[src/rtl/pll_seq_pkg.sv]
// Shared types and sizing helpers for the PLL bring-up / reset sequencer.
package pll_seq_pkg;

  typedef enum logic [2:0] {
    PLL_RST   = 3'd0,
    WAIT_LOCK = 3'd1,
    STABLE    = 3'd2,
    CPU_WAIT  = 3'd3,
    RUN       = 3'd4,
    LOST      = 3'd5
  } seq_state_e;

  localparam int unsigned RETRY_W = 4;

  // One counter serves every state, so size it for the longest interval.
  function automatic int unsigned cnt_width(input int unsigned a, input int unsigned b,
                                            input int unsigned c, input int unsigned d);
    int unsigned m;
    m = a;
    if (b > m) m = b;
    if (c > m) m = c;
    if (d > m) m = d;
    return $clog2(m) + 1;
  endfunction

endpackage

[src/rtl/pll_reset_sequencer_if.sv]
// Control/status bundle between the sequencer and the PLL / reset consumers.
interface pll_reset_sequencer_if;
  import pll_seq_pkg::*;

  logic               locked;
  logic               pll_resetb;
  logic               sys_reset;
  logic               cpu_reset;
  logic               ready;
  logic               lock_lost;
  logic [RETRY_W-1:0] retries;

  modport master (input locked, output pll_resetb, sys_reset, cpu_reset, ready, lock_lost, retries);
  modport slave  (output locked, input pll_resetb, sys_reset, cpu_reset, ready, lock_lost, retries);
endinterface

[src/rtl/sync2.sv]
// Two-flop synchroniser for asynchronous level inputs, clearable by synchronous reset.
module sync2 #(
  parameter int unsigned W = 1
) (
  input  logic         clk,
  input  logic         reset,
  input  logic [W-1:0] d,
  output logic [W-1:0] q
);

  logic [W-1:0] meta;

  always_ff @(posedge clk) begin
    if (reset) begin
      meta <= '0;
      q    <= '0;
    end else begin
      meta <= d;
      q    <= meta;
    end
  end

endmodule

[src/rtl/pll_reset_sequencer.sv]
// Sequences PLL reset, waits for a stable lock, then releases system and CPU resets in order.
// Runs on the reference clock; re-enters the sequence whenever lock is lost.
module pll_reset_sequencer
  import pll_seq_pkg::*;
#(
  parameter int unsigned PLL_RST_CYCLES = 16,
  parameter int unsigned LOCK_STABLE    = 1024,
  parameter int unsigned LOCK_TIMEOUT   = 65535,
  parameter int unsigned CPU_DELAY      = 256
) (
  input  logic                  clk,
  input  logic                  reset,
  pll_reset_sequencer_if.master bus
);

  localparam int unsigned CNT_W = cnt_width(PLL_RST_CYCLES, LOCK_STABLE, LOCK_TIMEOUT, CPU_DELAY);

  localparam logic [CNT_W-1:0]   PLL_RST_LAST = CNT_W'(PLL_RST_CYCLES - 1);
  localparam logic [CNT_W-1:0]   STABLE_LAST  = CNT_W'(LOCK_STABLE - 1);
  localparam logic [CNT_W-1:0]   TIMEOUT_LAST = CNT_W'(LOCK_TIMEOUT - 1);
  localparam logic [CNT_W-1:0]   CPU_LAST     = CNT_W'(CPU_DELAY - 1);
  localparam logic [RETRY_W-1:0] RETRY_MAX    = '1;

  seq_state_e         state;
  logic [CNT_W-1:0]   cnt;
  logic [RETRY_W-1:0] retry_cnt;
  logic               lock_s;

  sync2 #(.W(1)) u_lock_sync (
    .clk   (clk),
    .reset (reset),
    .d     (bus.locked),
    .q     (lock_s)
  );

  always_ff @(posedge clk) begin
    if (reset) begin
      state          <= PLL_RST;
      cnt            <= '0;
      retry_cnt      <= '0;
      bus.pll_resetb <= 1'b0;
      bus.sys_reset  <= 1'b1;
      bus.cpu_reset  <= 1'b1;
      bus.ready      <= 1'b0;
      bus.lock_lost  <= 1'b0;
      bus.retries    <= '0;
    end else begin
      // Outputs follow the current state one cycle later.
      bus.pll_resetb <= (state != PLL_RST);
      bus.sys_reset  <= !(state == CPU_WAIT || state == RUN);
      bus.cpu_reset  <= (state != RUN);
      bus.ready      <= (state == RUN);
      bus.lock_lost  <= (state == LOST);
      bus.retries    <= retry_cnt;

      cnt <= (&cnt) ? cnt : cnt + CNT_W'(1);

      unique case (state)
        PLL_RST: begin
          if (cnt == PLL_RST_LAST) begin
            state <= WAIT_LOCK;
            cnt   <= '0;
          end
        end
        WAIT_LOCK: begin
          if (lock_s) begin
            state <= STABLE;
            cnt   <= '0;
          end else if (cnt == TIMEOUT_LAST) begin
            state <= PLL_RST;
            cnt   <= '0;
            if (retry_cnt != RETRY_MAX) retry_cnt <= retry_cnt + RETRY_W'(1);
          end
        end
        STABLE: begin
          // Any dropout discards the accumulated stable time.
          if (!lock_s) begin
            state <= WAIT_LOCK;
            cnt   <= '0;
          end else if (cnt == STABLE_LAST) begin
            state <= CPU_WAIT;
            cnt   <= '0;
          end
        end
        CPU_WAIT: begin
          if (!lock_s) begin
            state <= LOST;
            cnt   <= '0;
          end else if (cnt == CPU_LAST) begin
            state <= RUN;
            cnt   <= '0;
          end
        end
        RUN: begin
          if (!lock_s) begin
            state <= LOST;
            cnt   <= '0;
          end
        end
        LOST: begin
          state <= PLL_RST;
          cnt   <= '0;
        end
        default: begin
          state <= PLL_RST;
          cnt   <= '0;
        end
      endcase
    end
  end

endmodule

[src/flat_wrapper.sv]
// flat-port wrapper written by rule: the top's interface ports become plain ports
module pll_reset_sequencer_flat import pll_seq_pkg::*;
#(
  parameter int unsigned PLL_RST_CYCLES = 16,
  parameter int unsigned LOCK_STABLE    = 1024,
  parameter int unsigned LOCK_TIMEOUT   = 65535,
  parameter int unsigned CPU_DELAY      = 256
)
  (clk, reset, bus_locked, bus_pll_resetb, bus_sys_reset, bus_cpu_reset, bus_ready, bus_lock_lost, bus_retries);
  pll_reset_sequencer_if bus_i ();
  input  logic clk;
  input  logic reset;
  input wire logic [$bits(bus_i.locked)-1:0] bus_locked;
  output wire logic [$bits(bus_i.pll_resetb)-1:0] bus_pll_resetb;
  output wire logic [$bits(bus_i.sys_reset)-1:0] bus_sys_reset;
  output wire logic [$bits(bus_i.cpu_reset)-1:0] bus_cpu_reset;
  output wire logic [$bits(bus_i.ready)-1:0] bus_ready;
  output wire logic [$bits(bus_i.lock_lost)-1:0] bus_lock_lost;
  output wire logic [$bits(bus_i.retries)-1:0] bus_retries;
  assign bus_i.locked = bus_locked;
  assign bus_pll_resetb = bus_i.pll_resetb;
  assign bus_sys_reset = bus_i.sys_reset;
  assign bus_cpu_reset = bus_i.cpu_reset;
  assign bus_ready = bus_i.ready;
  assign bus_lock_lost = bus_i.lock_lost;
  assign bus_retries = bus_i.retries;
  pll_reset_sequencer #(.PLL_RST_CYCLES(PLL_RST_CYCLES), .LOCK_STABLE(LOCK_STABLE), .LOCK_TIMEOUT(LOCK_TIMEOUT), .CPU_DELAY(CPU_DELAY)) u_core (.clk(clk), .reset(reset), .bus(bus_i));
endmodule
[config.mk]
export PLATFORM = sky130hd
export DESIGN_NAME = pll_reset_sequencer_flat
export DESIGN_NICKNAME = d
export VERILOG_FILES = /design/src/rtl/pll_seq_pkg.sv /design/src/rtl/pll_reset_sequencer_if.sv /design/src/rtl/sync2.sv /design/src/rtl/pll_reset_sequencer.sv /design/src/flat_wrapper.sv
export SDC_FILE = /design/constraint.sdc
export NUM_CORES = 1
export LEC_CHECK = 0
export ABC_AREA = 1
export BUFFER_PORTS_ARGS = -buffer_cell sky130_fd_sc_hd__buf_2
export CORE_ASPECT_RATIO = 0.8
export CORE_UTILIZATION = 63
export CTS_CLUSTER_SIZE = 30
export DETAILED_ROUTE_END_ITERATION = 8
export PLACE_DENSITY = 0.83
export SLEW_MARGIN = 40
export SYNTH_ARGS = -nofsm -noshare
export SYNTH_HDL_FRONTEND = slang
export SYNTH_HIERARCHICAL = 1
export SYNTH_SLANG_ARGS = --single-unit
[constraint.sdc]
create_clock -name clk -period 5 [get_ports clk]
set_input_delay 1 -clock clk [delete_from_list [all_inputs] [get_ports clk]]
set_output_delay 1 -clock clk [all_outputs]
set_load 0.05 [all_outputs]
==> impl_metrics.tcl <==
set metrics [dict create \
    clk_latency_ps 340 \
    ctsHtreeMaxLevel 2 \
    die_height_um 49.1 \
    path_delay_family "simple AND/OR/NAND/NOR gates" \
    cp.arrival_ps 2340 \
    finalCoreUtilization_pct 74.3 \
    cpPeakStageDelay_ps 390 \
    grt_first_pass_wirelength_um 5840 \
    hp-class "reg -> reg" \
    synthToLayoutAreaGrowth_pct 8.25 \
    gp_congestion 0.920 \
    cp-start-kind "register" \
    dp_hpwl_um 2510 \
    path_cells "ha_1, inv_2, nor2_4, nand2_1, nor2_1, nand2_1, nand4_1, nand2_1, nand3_1, nor2_1" \
    grt_pass1_vias 1317 \
    io_buffers 11 \
    grt_usage_pct 26.7 \
    post_cts_buffers 0 \
    status "completed" \
    vdd_drop_max_uv 231 \
    dieArea_sq_um 2980 \
    io-pin-count 12 \
    clock_skew_ps 6.68 \
    grt_util_met1_pct 37.6 \
    gr-total-overflow 0 \
    fp.dieW_um 60.8 \
    cts-hold-fix-buffers 0 \
    drtIter0Drc 112 \
    crit_path_top_delay_cell "nand2_1" \
    rsz0062_at_grt "false" \
    wirelength_um 3330 \
    ys_ff_latch 35 \
    routedWlPerCell_um 11.5 \
    crit_top_cell "nand2_1" \
    syn_avg_cell_area_sq_um 7.30 \
    grt_use_met2_pct 37.7 \
    dr.pass1.iters 4 \
    viasPerCell 5.16 \
    placed_area_sq_um 1820 \
    cts_tree "built" \
    cp-end-kind "register" \
    antenna_found_initial 0 \
    fin_crit_ps 2100 \
    drtAntennaViolNets 0 \
    vias 1496 \
    num_antenna_cells 0 \
    crit_buf_inv 1 \
    cts_root_buf "clkbuf_4" \
    syn-num-nets 245 \
    drc 0 \
    regArea_sq_um 701 \
    worst-endpoint-required_ps 5240 \
    syn_area_sq_um 1740 \
    finalInstanceArea_sq_um 1890 \
    slew_violations 0 \
    rows 16 \
    final_hold_viol_count 0 \
    slew_headroom_pct 59.0 \
    core_sq_um 2540 \
    final_layout_size_suffix_gt1_share_pct 15.4 \
    crit_type "reg -> reg" \
    power.leakage_nw 0.749 \
    ys_warn_count 6 \
    clk_pin_slew_worst_paths_ps 100 \
    gr-max-usage-layer "met2" \
    synthDistinctLibCells 29 \
    ctsResizeCount 0 \
    multi_input_area_sq_um 898 \
    period_share_pct 41.9 \
    tightest_slew_ps 613 \
    seq_area_frac_synth_pct 40.2 \
    start_util_pct 68.6 \
    finalSetupTns_ps 0 \
    drv_cap 0 \
    syn_inst 239 \
    grt_max_degree 18 \
    clockBufferDepth 2 \
    cts_buffers 5 \
    num-fill-cells 227 \
    power_density_nw_per_um2 335 \
    timing.fmax_mhz 477 \
    gr-usage-met3_pct 8.49 \
    crit_fanout 17 \
    nets 259 \
    cts.sinks 35 \
    setup_viol 0 \
]
## synthesized netlist by cell type
library cell | n | area share [%]
nand3_2 | 2 | 1.1
o21a_1 | 1 | 0.43
o21ai_0 | 9 | 2.6
o31ai_1 | 1 | 0.43
dfxtp_1 | 35 | 40
nor3b_1 | 1 | 0.43
ha_1 | 3 | 2.2
clkbuf_1 | 1 | 0.22
inv_1 | 29 | 6.2
o21bai_2 | 1 | 0.65
nor4_1 | 1 | 0.36
nor2_2 | 2 | 0.72
buf_2 | 2 | 0.57
buf_8 | 1 | 0.86
nand2_1 | 42 | 9.0
nand2_4 | 2 | 1.3
nand2_2 | 1 | 0.36
nand3_1 | 17 | 4.9
inv_2 | 2 | 0.43
nor2_4 | 4 | 2.6
o21bai_1 | 3 | 1.3
a21oi_2 | 5 | 2.5
xnor2_1 | 2 | 1.0
nand4_1 | 2 | 0.72
xor2_1 | 8 | 4.0
nor2_1 | 44 | 9.5
a21oi_1 | 12 | 3.4
nor3_1 | 5 | 1.4
nor3_2 | 1 | 0.57
## worst min-delay path: cells and delay by family, from the launching register on
kind                   cells  cell delay [ps]
flip-flops                 1              310
buffers and inverters      1               40
AND/OR/NAND/NOR            1               30
## power by group
| group | internal, mW | switching, mW |
|---|---|---|
| Sequential | 0.295 | 0.0169 |
| Clock | 0.0821 | 0.0931 |
| Combinational | 0.0486 | 0.0962 |
| Total | 0.426 | 0.206 |
## metrics by stage
step	hold slack, ps	power, mW	setup slack, ps	std cells
final	414	0.632	2900	290
after global routing	432	0.673	2680	290
after CTS	417	0.636	2930	290
after detailed placement	400	0.463	2950	282
after global placement	398	0.461	3050	282
after floorplan	388	0.446	3340	239
## worst paths after layout
check | from | cells after the start | endpoint | slack [ps]
worst max-delay path | u_core/cnt[1]$_SDFF_PP0_ | 10 | u_core/cnt[15]$_SDFF_PP0_ | 2900
worst min-delay path | u_core/u_lock_sync/meta$_SDFF_PP0_ | 2 | u_core/u_lock_sync/q$_SDFF_PP0_ | 410
worst max register to register | u_core/cnt[1]$_SDFF_PP0_ | 10 | u_core/cnt[15]$_SDFF_PP0_ | 2900
worst min register to register | u_core/u_lock_sync/meta$_SDFF_PP0_ | 2 | u_core/u_lock_sync/q$_SDFF_PP0_ | 410
## metal layers
layer / up-vias / wire length [um]
li1: 790 / -
met1: 671 / 1730
met2: 31 / 1410
met3: 4 / 166
met4: 0 / 25
met5: - / 0
## placed cells by master, fill, tap and decap left out, types with 3 or more instances in the layout
cell type   n
nor2_1     44
nand2_1    42
dfxtp_1    35
inv_1      29
nand3_1    17
a21oi_1    12
buf_2      11
o21ai_0     9
xor2_1      8
clkbuf_4    5
a21oi_2     5
nor3_1      5
nor2_4      4
o21bai_1    3
ha_1        3
## area by class of cell
type                       count  share of cell area, %
clock inverter                 1                  0.398
sequential                    35                   37.1
tap                           36                   2.39
multi-input combinational    169                   47.6
clock buffer                   7                   3.45
inverter                      31                   6.16
timing repair buffer          11                   2.92
## cells by family (layout without fill, tap and decap cells)
family | count (synthesis) | after routing | synth area share (%)
flip-flops | 35 | 35 | 40.2
buffers and inverters | 35 | 50 | 8.32
XOR/XNOR | 10 | 10 | 5.02
AO/OA/AOI/OAI | 32 | 32 | 11.3
AND/OR/NAND/NOR | 124 | 124 | 33.0
adder cells (fa/ha/maj) | 3 | 3 | 2.15
## sequential cells by signal (all words and copies together) (netlist names)
signal,count
u_core/bus.lock_lost,1
u_core/cnt,17
u_core/retry_cnt,4
u_core/state,3
u_core/bus.pll_resetb,1
u_core/bus.ready,1
u_core/bus.cpu_reset,1
u_core/u_lock_sync/q,1
u_core/bus.sys_reset,1
u_core/u_lock_sync/meta,1
u_core/bus.retries,4
Power figures use the tool's default switching activity.
